**config.mk**
```make
export PLATFORM = sky130hd
export DESIGN_NAME = call_responder
export DESIGN_NICKNAME = d
export VERILOG_FILES = /design/src/rtl/call_responder.sv
export SDC_FILE = /design/constraint.sdc
export NUM_CORES = 1
export LEC_CHECK = 0
export CAP_MARGIN = 20
export CELL_PAD_IN_SITES_DETAIL_PLACEMENT = 1
export CELL_PAD_IN_SITES_GLOBAL_PLACEMENT = 1
export CORE_UTILIZATION = 35
export CTS_CLUSTER_SIZE = 25
export DETAILED_ROUTE_END_ITERATION = 7
export PLACE_DENSITY = 0.83
export SLEW_MARGIN = 20
export SYNTH_ARGS = -nofsm -noshare
export SYNTH_HDL_FRONTEND = slang
export SYNTH_SLANG_ARGS = --single-unit
export TNS_END_PERCENT = 20
```
**constraint.sdc**
```tcl
create_clock -name clk -period 1.84 [get_ports clk]
set_clock_uncertainty 0.1 [all_clocks]
set_input_delay 0.46 -clock clk [delete_from_list [all_inputs] [get_ports clk]]
set_output_delay 0.46 -clock clk [all_outputs]
set_load 0.02 [all_outputs]
```
**src/rtl/call_responder.sv**
```systemverilog
// call_responder: round-robin call-light selector with ack/serve tracking, cancel pulse and escalation timer.
module call_responder #(
  parameter int N_ROOMS = 4,
  parameter int ESC_CYCLES = 16,
  localparam int RW = $clog2(N_ROOMS),
  localparam int EW = $clog2(ESC_CYCLES + 1)
) (
  input  logic               clk,
  input  logic               reset,
  input  logic [N_ROOMS-1:0] light_state,
  input  logic               ack,
  input  logic               done,
  output logic [N_ROOMS-1:0] cancel,
  output logic [RW-1:0]      active_room,
  output logic               alarm,
  output logic               busy,
  output logic               escalate
);
  typedef enum logic [1:0] {IDLE, ALERT, SERVE, CANCEL} state_t;
  state_t state_q, state_d;
  logic [RW-1:0] ptr_q, ptr_d, room_q, room_d, pick;
  logic [EW-1:0] esc_q, esc_d;
  logic hit;
  function automatic logic [RW-1:0] wrap(input logic [RW:0] s);
    return RW'(s >= (RW+1)'(N_ROOMS) ? s - (RW+1)'(N_ROOMS) : s);
  endfunction
  // Scan downward so the lit room nearest ptr is the last assignment and wins.
  always_comb begin
    hit = 1'b0;
    pick = ptr_q;
    for (int i = N_ROOMS - 1; i >= 0; i--) begin
      if (light_state[wrap({1'b0, ptr_q} + (RW+1)'(i))]) begin
        hit = 1'b1;
        pick = wrap({1'b0, ptr_q} + (RW+1)'(i));
      end
    end
  end
  always_ff @(posedge clk) begin
    if (reset) begin
      state_q <= IDLE;
      ptr_q <= '0;
      room_q <= '0;
      esc_q <= '0;
    end else begin
      state_q <= state_d;
      ptr_q <= ptr_d;
      room_q <= room_d;
      esc_q <= esc_d;
    end
  end
  always_comb begin
    state_d = state_q;
    ptr_d = ptr_q;
    room_d = room_q;
    esc_d = esc_q;
    case (state_q)
      IDLE: if (hit) begin
        state_d = ALERT;
        room_d = pick;
        esc_d = '0;
      end
      ALERT: begin
        state_d = !light_state[room_q] ? IDLE : ack ? SERVE : ALERT;
        esc_d = esc_q == EW'(ESC_CYCLES) ? esc_q : esc_q + 1'b1;
      end
      SERVE: state_d = done ? CANCEL : SERVE;
      default: begin
        state_d = IDLE;
        ptr_d = room_q == RW'(N_ROOMS - 1) ? '0 : room_q + 1'b1;
      end
    endcase
  end
  always_comb begin
    alarm = state_q == ALERT;
    busy = state_q == SERVE;
    escalate = state_q == ALERT && esc_q == EW'(ESC_CYCLES);
    cancel = state_q == CANCEL ? N_ROOMS'(1) << room_q : '0;
    active_room = room_q;
  end
endmodule

```
==> metrics list, run 1 <==
- Number of DRC violations after detailed-routing iteration 0: 3
* Failing checks: setup timing
- The tool flagged a number of max-cap violations equal to 0.
- The most used flip-flop cell after synthesis is sky130_fd_sc_hd__dfxtp_1.
- The die covers around 2200 um2.
- Max Slew Vio Count: 0
- Hold repair after CTS inserted 0 buffers.
- With fillers left out, the area of the finished cells amounts to ~1100 um2.
- Detailed placement finished with a half-perimeter wire length of between 1.5 and 2 mm.
* Detail Route Antenna Nets: 0
- Horiz. Die Dim: ~47 um
* Final Hold Violating Endpoints: 0
- For the pin with the worst max-slew slack, the measured transition is 0.382 ns.
* Asr flop ratio synth: 0%
- The min-delay analysis places its worst path in the category reg2reg.
- Setup Viol. Count Final: 1
- Summing internal, switching and leakage power gives 636 uW.
- After detailed routing, the number of vias per cell comes to 4.97.
- Power Dens Cells: around 570 nW/um2
- At the end of the flow the core is filled with cells to 57.2%.
- Clock sinks: 11
- Overall global routing resource usage: 22.7%
* Average cell area after synthesis: 8.37 um2
- In this run the core area contains 16 standard-cell rows.
- 17 I/O pins were placed.
- The initial utilization of the core area, before any placement, comes to 37.0%.
- Static leakage power: roughly 0.5 nW
- The synthesized design devotes to its leading area cell type 30.6% of total area.
* Length of the first detailed-routing pass in iterations: 2
- CP arrival: 1.28 ns
- In this run the cell area of the synthesized design comes to between 700 and 800 um2.
- By startpoint and endpoint, the worst setup path is classified as reg2out.
- Number of port buffers: 16
* Post-Synthesis Net Count: 100
- The clock passes through at most 2 buffers.
- Synth unique cells: 28
- TritonCTS built the clock tree.
- Via count of the first global-routing pass: 809
- Leading cell type by number of instances after synthesis: sky130_fd_sc_hd__dfxtp_1
- Register bit count reported by yosys: 11
* Largest fanout of any net on the critical path: 2
- The number of antenna violations at the first check in global routing is 0.
- CTS placed an instance of sky130_fd_sc_hd__clkbuf_4 at the clock tree root.
* Largest net degree at the start of global routing: 11
* Gpl congestion: 0.851
- The worst-case IR drop observed on VDD is roughly 420 uV.
- Clock latency of the later-clocked register in the worst-skew pair: 0.28 ns
- By count the netlist is led by 11 x sky130_fd_sc_hd__dfxtp_1, 7 x sky130_fd_sc_hd__a21oi_1, 6 x sky130_fd_sc_hd__ha_1, 6 x sky130_fd_sc_hd__inv_1, 6 x sky130_fd_sc_hd__nand2b_1.
- The largest single stage delay on the critical path is 0.33 ns.
- Cell accounting for the most synthesized area: sky130_fd_sc_hd__dfxtp_1
- Sequential element share of the synthesized area: 30.6%
* Core region area: 1940 um2
* Final period demand of the worst path: roughly 1.8 ns
- Chip height: 47.3 um
* Kind of end point of the critical path: primary output
- In this run the number of H-tree levels came out at 1.
- Yosys mapped a number of flops with a built-in enable equal to 0.
- The first global-routing pass estimated about 3.4 mm of wire.
- Drt total wl: 2.29 mm
* Maximum clock frequency: 0.543 GHz
* Number of instances in the synthesized netlist: 86
- The worst pin sits at a relative slew slack of 74.4%.
- Status: complete, but fails checks
* Post-layout worst setup margin: -0.000175 ns
* Setup repair after global routing missed its margin: true
- Critical Path, Cell by Cell: inv_2 -> ha_4 -> nand4bb_4 -> nor3b_2 -> buf_4
- Avg WL per Cell: ~15 um
* Count of vias placed by the detailed router: 755
- Of the cells placed in the final design, the portion with a size suffix greater than 1 is between 30% and 40%.
* Buffer and inverter count on the worst path: 2
- Reg clk slew, reported paths: 0.08 ns
- The layout has 246 filler cells.
- Largest cells by area after synthesis: sky130_fd_sc_hd__dfxtp_1 31%, sky130_fd_sc_hd__ha_1 10%, sky130_fd_sc_hd__nand2b_1 5.2%
* Fin nets: between 100 and 150
- Startpoint type of the worst setup path: register
* DRC errors left: 0
- The slowest stage of the critical path belongs to the cell sky130_fd_sc_hd__dfxtp_2.
- Relative to the synthesized area, the layout overhead comes to 54.4%.
- Grouping stages by cell kind, the critical path spends the most delay in flip-flops.
* Antenna cells: 0
- Pre-CTS WS: -0.224 ns
* Total overflow reported by the global router: 0
- YS warnings: 0
- TritonCTS buffer count: 3
- Area of placed instances: about 1100 um2
- Critical Path RT: around 1.3 ns
- Fin crit share: 100%
final cells by class:
class / count / area, um2 / area share [%]
Multi-Input combinational cell: 65 / 488 / 43.9
Timing Repair Buffer: 39 / 308 / 27.7
Sequential cell: 11 / 233 / 20.9
Tap cell: 27 / 33.8 / 3.04
Clock buffer: 4 / 26.3 / 2.36
Inverter: 6 / 22.5 / 2.03
layout by cell type (no fill, tap or decap), types with 2 or more instances in the layout:
cell                              netlist  final
sky130_fd_sc_hd__dfxtp_1               11      5
sky130_fd_sc_hd__a31oi_1                2      2
sky130_fd_sc_hd__nand3_1                5      5
sky130_fd_sc_hd__buf_4                  1     24
sky130_fd_sc_hd__nor2b_1                4      4
sky130_fd_sc_hd__nand4_1                2      2
sky130_fd_sc_hd__clkbuf_4               0      3
sky130_fd_sc_hd__nor2_1                 4      4
sky130_fd_sc_hd__nand2_1                5      5
sky130_fd_sc_hd__nand2b_1               6      6
sky130_fd_sc_hd__dfxtp_2                0      4
sky130_fd_sc_hd__nor3_1                 5      5
sky130_fd_sc_hd__clkdlybuf4s50_1        0      7
sky130_fd_sc_hd__inv_1                  6      3
sky130_fd_sc_hd__dfxtp_4                0      2
sky130_fd_sc_hd__inv_2                  0      3
sky130_fd_sc_hd__xor2_1                 2      2
sky130_fd_sc_hd__o211ai_1               2      2
sky130_fd_sc_hd__ha_1                   6      5
sky130_fd_sc_hd__and3_1                 4      4
sky130_fd_sc_hd__a21oi_1                7      7
sky130_fd_sc_hd__buf_2                  3      4
power breakdown:
part / leakage, nW / switching, mW / total, mW / internal [mW]
sequential: 0.0924 / 0.0180 / 0.268 / 0.250
clock: 0.0150 / 0.0933 / 0.177 / 0.0841
combinational: 0.390 / 0.0924 / 0.191 / 0.0984
total: 0.498 / 0.204 / 0.636 / 0.433
per-stage QoR:
stage	std cells	TNS [ns]	hold slack, ns
after floorplan	86	0	0.371
final	152	-0.000175	0.454
after global placement	147	-1.16	0.408
after detailed placement	147	-1.78	0.450
after CTS	151	-0.133	0.459
after global routing	152	-0.0932	0.494
logic make-up after synthesis:
kind of cell	count (synthesis)	synth area share [%]
AND/OR/NAND/NOR	41	33.9
XOR/XNOR	2	2.44
multiplexers	1	3.13
AO/OA/AOI/OAI	15	13.2
flip-flops	11	30.6
adder cells (fa/ha/maj)	6	10.4
buffers and inverters	10	6.26
sequential cells by signal, summed over array words and instances (netlist names):
name / count
active_room: 2
esc_q: 5
ptr_q: 2
state_q: 2
worst paths after layout:
kind	start	to	slack [ns]	cells past startpoint
worst min-delay path	ptr_q[1]$_SDFFE_PP0N_	ptr_q[1]$_SDFFE_PP0N_	0.45	2
worst max-delay path	esc_q[1]$_SDFFE_PP0P_	escalate	-0.0002	5
worst max register to register	active_room[0]$_SDFFE_PP0P_	state_q[0]$_SDFFE_PP0P_	0.20	4
worst min register to register	ptr_q[1]$_SDFFE_PP0N_	ptr_q[1]$_SDFFE_PP0N_	0.45	2
worst register-to-register path: stages (launching register included):
cell	delay (ns)
sky130_fd_sc_hd__dfxtp_4	0.39
sky130_fd_sc_hd__buf_4	0.12
sky130_fd_sc_hd__mux4_2	0.53
sky130_fd_sc_hd__a311oi_1	0.29
sky130_fd_sc_hd__a211oi_1	0.09
what timing repair did:
action / CTS / global route
gates resized for setup: 32 / 13
setup endpoints to repair: 9 / 5
pin swaps: 0 / 2
setup buffers: 0 / 1
per-layer routing:
layer,up-vias,global-route usage [%],wire (um)
li1,384,-,-
met1,358,22.8,932
met2,11,45.5,1290
met3,2,5.77,50
met4,0,5.14,17
met5,-,0,0
(Power assumes the default switching activity.)
==> inputs of run 2 (changes only) <==
--- a/config.mk
+++ b/config.mk
@@ -8,10 +8,10 @@
 export CAP_MARGIN = 20
 export CELL_PAD_IN_SITES_DETAIL_PLACEMENT = 1
 export CELL_PAD_IN_SITES_GLOBAL_PLACEMENT = 1
-export CORE_UTILIZATION = 35
+export CORE_UTILIZATION = 37
 export CTS_CLUSTER_SIZE = 25
 export DETAILED_ROUTE_END_ITERATION = 7
-export PLACE_DENSITY = 0.83
+export PLACE_DENSITY = 0.87
 export SLEW_MARGIN = 20
 export SYNTH_ARGS = -nofsm -noshare
 export SYNTH_HDL_FRONTEND = slang
==> constraint.sdc (replaced) <==
create_clock -name clk -period 2.4 [get_ports clk]
set_clock_uncertainty 0.1 [all_clocks]
set_input_delay 0.6 -clock clk [delete_from_list [all_inputs] [get_ports clk]]
set_output_delay 0.6 -clock clk [all_outputs]
set_load 0.02 [all_outputs]
==> run 2 against run 1 <==
The flow now finishes without violations. Core utilization shrank 4.4 points. Global-route usage shrank 2.2 points. Largest power group unchanged. Flip-flop and latch count is the same. Critical path depth shrank 2. Die area shrank 5.2%. Via count shrank 8.5%. Worst setup slack gained 0.089 ns.
==> metrics list, run 2 (synthesized netlist as in run 1, its figures left out) <==
* Setup repair after global routing missed its margin: false
* Area growth syn-to-layout: 31.0%
* Fin nets: 120 (-14%)
- The global routing usage summed across all routing layers came to 20.4% (-2.2 points).
- Register with the highest flop count: esc_q
- Status: completed
- The highest fanout seen on the critical path came to 6 (+4).
* Cell at the root of the clock tree: sky130_fd_sc_hd__clkbuf_4
* Max Slew Vio Count: 0 (unchanged)
* Final Hold Violating Endpoints: 0 (unchanged)
- Static leakage power: 0.386 nW (-22%)
- Share of final-layout standard cells stronger than drive strength 1: 13.3% (-26 points)
* TritonCTS buffer count: 3 (unchanged)
* Final instance area: 942 um2 (-15%)
- The total overflow reported by the global router came to 0 (unchanged).
- Gpl congestion: 0.777 (-8.7%)
* Drt total wl: 1.82 mm (-21%)
* Floorplan die area: 2120 um2 (-5.2%)
- Num ports: 17 (unchanged)
- Largest net degree at the start of global routing: 15 (+4)
- First-pass GRT wire length: 3.02 mm (-12%)
- The area used by multi-input combinational logic is 454 um2 (-6.9%).
- The worst-case clock buffer depth is 2 (unchanged).
* Buffer and inverter count on the worst path: 1 (-1)
- Max-cap check violation count: 0 (unchanged)
- The final-report setup violation count came to 0 (-1).
* Horiz. Die Dim: 46.1 um (-2.6%)
- TritonCTS built the clock tree.
- Relative slew slack: 67.7% (-6.7 points)
- Largest register FFs: 5 (unchanged)
* Number of DRC violations after detailed-routing iteration 0: 5 (+2)
- CP arrival: 1.61 ns (+0.33 ns)
- Cell family with most CP delay: buffers and inverters
- Clock latency of the later-clocked register in the worst-skew pair: 0.27 ns (about the same)
* Kind of end point of the critical path: primary output
* Peak supply drop: 245 uV (-42%)
- Reg clk slew, reported paths: 0.08 ns (about the same)
- Final Core Density: 52.8% (-4.4 points)
- The power density over the cells was 467 nW/um2 (-18%).
- Static timing analysis puts the maximum clock frequency at around 0.43 GHz.
- The required time reported for the critical path endpoint came to 1.70 ns (+0.42 ns).
* H-tree lvl count: 1 (unchanged)
* Chip height: 46.1 um (-2.6%)
* Final period demand of the worst path: around 2.3 ns
- The number of global-route vias before repair came to 696 (-14%).
* Row count: 15 (-1)
* Number of port buffers: 16 (unchanged)
- The mean routed wirelength per cell came to 14.0 um (-7.3%).
* DRC errors left: 0 (unchanged)
* Fin crit share: 96.3%
- The placeable core area is 1780 um2 (-8.2%).
* Worst hold path class: reg2reg
- Worst path max stage delay: 0.60 ns (+0.27 ns)
* Starting Density: 40.4% (+3.3 points)
- Avg Vias per Cell: 5.32 (+7.0%)
* Number of antenna violations at the first check in global routing: 0 (unchanged)
* Detail Route Antenna Nets: 0 (unchanged)
- Traced cell by cell, the critical path runs through ha_1 -> and3_1 -> clkdlybuf4s50_1.
* Detailed Place HPWL: 1.42 mm (-22%)
* Length of the first detailed-routing pass in iterations: 4 (+2)
- The via count of the routed design came to 691 (-8.5%).
- Crit Path Category: reg2out
- The worst setup path is launched from a register.
* Top library cells by usage in the layout, fill and taps aside: 13 x sky130_fd_sc_hd__clkdlybuf4s50_1, 7 x sky130_fd_sc_hd__a21oi_1, 7 x sky130_fd_sc_hd__dfxtp_1
- The library cell used most frequently in the layout, excluding fill and tap cells, is sky130_fd_sc_hd__clkdlybuf4s50_1.
- The total clock sinks was 11 (unchanged).
* Combined flip-flop and latch cell area: 225 um2 (-3.2%)
- The count of filler cells inserted in the layout is 214 (-13%).
- Antenna cells: 0 (unchanged)
- Least-Margin Pin Slew: 0.483 ns (+0.102 ns)
- On the critical path, the stage with the largest delay is an instance of sky130_fd_sc_hd__clkdlybuf4s50_1.
- Area of placed instances: 911 um2 (-14%)
run 2: cell count changes in the layout (fill, tap and decap cells not counted), moves of 2 or more:
cell,delta
sky130_fd_sc_hd__buf_2,-4
sky130_fd_sc_hd__buf_4,-21
sky130_fd_sc_hd__clkdlybuf4s50_1,+6
sky130_fd_sc_hd__dfxtp_1,+2
sky130_fd_sc_hd__dfxtp_4,-2
sky130_fd_sc_hd__inv_1,+3
sky130_fd_sc_hd__inv_2,-3
run 2: metal layers:
metal  GRT usage (%)  routed length, um
met1            21.5                779
met2            38.9                987
met3            3.53                 37
met4            8.82                 12
met5               0                  0
run 2: area by class of cell:
cell class	instances	share of cell area, %
well taps	25	3.32
multi-input cells	65	48.2
clock buffers	4	2.79
flip-flops and latches	11	23.9
inverters	6	2.39
repair buffers	19	19.4
run 2: where the power goes:
part           leakage [nW]  switching [mW]  internal [mW]
clock network        0.0150          0.0629         0.0642
logic                 0.280          0.0529         0.0499
registers            0.0910          0.0181          0.192
total                 0.386           0.134          0.307
run 2: repair_timing:
| action | 4_1_cts | 5_1_grt |
|---|---|---|
| setup endpoints to repair | 7 | 1 |
| gates resized for setup | 6 | 1 |
| hold buffers | 0 | 0 |
| setup buffers | 0 | 0 |
| cloned | 0 | 0 |
run 2: path summary, 6_finish.rpt:
path | startpoint | to | slack [ns] | cells after the start
worst max-delay path | active_room[0]$_SDFFE_PP0P_ | cancel[3] | 0.09 | 3
worst min-delay path | esc_q[1]$_SDFFE_PP0P_ | esc_q[1]$_SDFFE_PP0P_ | 0.41 | 2
worst max register to register | active_room[0]$_SDFFE_PP0P_ | state_q[0]$_SDFFE_PP0P_ | 0.86 | 3
worst min register to register | esc_q[1]$_SDFFE_PP0P_ | esc_q[1]$_SDFFE_PP0P_ | 0.41 | 2
run 2: metrics by stage:
stage	hold slack, ns	setup slack, ns	power, mW	std cells	setup TNS, ns
4_1_cts	0.416	-0.0124	0.449	130	-0.0124
2_1_floorplan	0.371	0.438	0.271	86	0
5_1_grt	0.449	0.0102	0.469	130	0
3_3_place_gp	0.389	0.168	0.312	126	0
6_report	0.413	0.0887	0.440	130	0
3_5_place_dp	0.408	0.154	0.316	126	0
run 2: worst reg2reg max path, cell delays in order (launching register included):
cell,delay [ns]
sky130_fd_sc_hd__dfxtp_2,0.40
sky130_fd_sc_hd__mux4_2,0.56
sky130_fd_sc_hd__a311oi_1,0.28
sky130_fd_sc_hd__a211oi_1,0.08
==> inputs of run 3 (changes only) <==
--- a/config.mk
+++ b/config.mk
@@ -8,6 +8,7 @@
 export CAP_MARGIN = 20
 export CELL_PAD_IN_SITES_DETAIL_PLACEMENT = 1
 export CELL_PAD_IN_SITES_GLOBAL_PLACEMENT = 1
+export CORE_MARGIN = 2
 export CORE_UTILIZATION = 37
 export CTS_CLUSTER_SIZE = 25
 export DETAILED_ROUTE_END_ITERATION = 7
==> run 3 against run 2 <==
Non-clock buffer count is the same. First-iteration DRC count shrank 20%. Sequential power is essentially flat. Critical path depth grew 1. Wire length shrank 3.1%. Worst setup slack lost 0.012 ns. Cell area grew 0.66%. Clock-buffer cell count is the same. Via count grew 0.29%. Die area grew 8.9%. Worst hold slack gained 0.0011 ns. Largest power group unchanged.
==> metrics list, run 3 (synthesized netlist as in run 1, its figures left out) <==
* Pre-CTS WS: 0.146 ns (-0.00864 ns)
- Cell count of the worst reg-to-reg path: 3 (unchanged)
- The number of antenna violations at the first check in global routing is 0 (unchanged).
* Start point of the critical path: active_room[1]$_SDFFE_PP0P_
* Maximum clock path buffer count: 2 (unchanged)
* Avg Vias per Cell: 5.33 (+0.29%)
* Capture instance of the worst register-to-register path: state_q[0]$_SDFFE_PP0P_
- Horiz. Die Dim: 48.1 um (+4.3%)
* Overall global routing resource usage: 18.8% (-1.6 points)
- Total number of cells along the worst setup path: 4 (+1)
- First-pass GRT wire length: 3.04 mm (+0.66%)
- The remaining max-slew budget at the tightest pin is 69.0% (+1.3 points).
* Buffer and inverter count on the worst path: 2 (+1)
- The largest net degree at the start of global routing came to 15 (unchanged).
- Drt total wl: 1.76 mm (-3.1%)
- The TritonCTS buffer count was 3 (unchanged).
* Highest-delay cell along the critical path: sky130_fd_sc_hd__clkdlybuf4s50_1
* Area growth syn-to-layout: 31.8%
- The count of buffers inserted at the top-level ports came to 16 (unchanged).
- The detailed-placement wirelength estimate came to 1.38 mm (-3.0%).
* Core region area: 1780 um2 (unchanged)
- The final setup TNS came to 0 ns (unchanged).
- Top library cells by usage in the layout, fill and taps aside: 12 x sky130_fd_sc_hd__clkdlybuf4s50_1, 7 x sky130_fd_sc_hd__a21oi_1, 7 x sky130_fd_sc_hd__dfxtp_1
- Critical Path RT: 1.70 ns (about the same)
- Static leakage power: 0.418 nW (+8.5%)
- The highest fanout seen on the critical path came to 6 (unchanged).
* Clock sinks: 11 (unchanged)
- The final critical path time including I/O delays and setup was 2.32 ns (+0.0123 ns).
- The worst setup path is of the reg2out kind.
* End of the critical path: cancel[1]
- In this run the critical register-to-register path is launched from active_room[0]$_SDFFE_PP0P_.
- Most common cell after layout, fill and taps aside: sky130_fd_sc_hd__clkdlybuf4s50_1
- Chip height: 48.1 um (+4.3%)
- DP Cell Count: 126 (unchanged)
- Non-Filler Instances: 130 (unchanged)
- The residual antenna-violating net count after detailed routing was 0 (unchanged).
- Slack of the worst reg-to-reg path: 0.85 ns (about the same)
- Cells on Worst Hold Path: 2 (unchanged)
- The post-route fraction of the period consumed by the critical path was 96.8% (+0.51 points).
- The net count reported at finish is 120 (unchanged).
- CP arrival: 1.62 ns (about the same)
* Worst path max stage delay: 0.53 ns (-0.07 ns)
* Final Hold Violating Endpoints: 0 (unchanged)
- Gpl congestion: 0.774 (-0.32%)
- H-tree lvl count: 1 (unchanged)
- The number of diodes is 0 (unchanged).
* Critical Path, Cell by Cell: inv_1 -> ha_1 -> and3_1 -> clkdlybuf4s50_1
* TritonCTS clock tree: done
- Post-layout worst setup margin: 0.0763 ns (-0.0123 ns)
- Number of hold buffers added after cts: 0 (unchanged)
- The overall die area is 2310 um2 (+8.9%).
- The number of max-capacitance violations reported was 0 (unchanged).
* Least-Margin Pin Slew: 0.464 ns (-0.0197 ns)
- The total overflow reported by the global router was 0 (unchanged).
- In this run the clock root is driven by a sky130_fd_sc_hd__clkbuf_4.
* Power Dens Cells: 465 nW/um2 (-0.49%)
- The final max-slew violation count was 0 (unchanged).
- Clock latency of the later-clocked register in the worst-skew pair: 0.27 ns (about the same)
* Maximum clock frequency: 0.430 GHz (-0.53%)
- The final-report setup violation count came to 0 (unchanged).
- The worst setup path is captured at a primary output.
- Startpoint type of the worst setup path: register
- The via count of the routed design was 693 (+0.29%).
- The number of global-route vias before repair was 694 (-0.29%).
* Reg clk slew, reported paths: 0.07 ns (about the same)
* Setup repair after global routing missed its margin: false
- The total DRC errors in the routed layout is 0 (unchanged).
* Status: completed
* Largest register FFs: 5 (unchanged)
- Row count: 15 (unchanged)
- On the critical path the largest part of the delay comes from buffers and inverters.
- The worst hold path begins at esc_q[1]$_SDFFE_PP0P_.
* Length of the first detailed-routing pass in iterations: 4 (unchanged)
* Number of DRC violations after detailed-routing iteration 0: 4 (-1)
- The min-delay analysis places its worst path in the category reg2reg.
- The initial core utilization was 40.4% (unchanged).
- Share of final-layout standard cells stronger than drive strength 1: 13.3% (unchanged)
- The peak supply drop came to 270 uV (+10%).
- Avg WL per Cell: 13.5 um (-3.1%)
* Register with the highest flop count: esc_q
- Num ports: 17 (unchanged)
* Total design power: 441 uW (+0.17%)
-- run 3: worst min-delay path by stage --
stage	end	slack, ns
6_report	esc_q[1]$_SDFFE_PP0P_	0.41
3_5_place_dp	esc_q[1]$_SDFFE_PP0P_	0.40
2_1_floorplan	ptr_q[0]$_SDFFE_PP0N_	0.37
4_1_cts	esc_q[1]$_SDFFE_PP0P_	0.41
5_1_grt	ptr_q[0]$_SDFFE_PP0N_	0.45
3_3_place_gp	esc_q[0]$_SDFFE_PP0P_	0.39
-- run 3: cell type report --
type                            count  area (um2)
Inverter                            6        22.5
Multi-Input combinational cell     65         454
Tap cell                           25        31.3
Sequential cell                    11         225
Fill cell                         228         835
Clock buffer                        4        26.3
Timing Repair Buffer               19         189
-- run 3: metrics by stage --
stage / hold WS [ns] / util (%) / cell area [um2]
3_5_place_dp: 0.402 / 51.1 / 911
3_3_place_gp: 0.394 / 51.1 / 911
2_1_floorplan: 0.371 / - / 719
5_1_grt: 0.452 / 53.2 / 948
4_1_cts: 0.413 / 52.8 / 941
6_report: 0.414 / 53.2 / 948
-- run 3: per-layer routing --
| metal | wire length [um] | GRT usage, % | part of all wire [%] |
|---|---|---|---|
| met3 | 72 | 6.30 | 4.1 |
| met4 | 5 | 3.24 | 0.28 |
| met2 | 892 | 33.6 | 51 |
| met1 | 790 | 22.0 | 45 |
| met5 | 0 | 0 | 0 |
-- run 3: repair_timing --
action                                 CTS  global route
setup endpoints to repair                7             3
buffers inserted                         0             0
endpoints found under the hold margin    0             0
pin swaps                                0             0
cloned                                   0             0
resized for setup                        5             3
-- run 3: worst min-delay path, cell delays in order, from the launching register on --
cell	delay [ns]
sky130_fd_sc_hd__dfxtp_1	0.34
sky130_fd_sc_hd__nand3_1	0.07
sky130_fd_sc_hd__a21oi_1	0.06
-- run 3: where the power goes --
group / leakage (nW) / switching [mW] / internal (mW) / total, mW
Combinational: 0.312 / 0.0521 / 0.0496 / 0.102
Clock: 0.0150 / 0.0654 / 0.0644 / 0.130
Sequential: 0.0910 / 0.0173 / 0.192 / 0.210
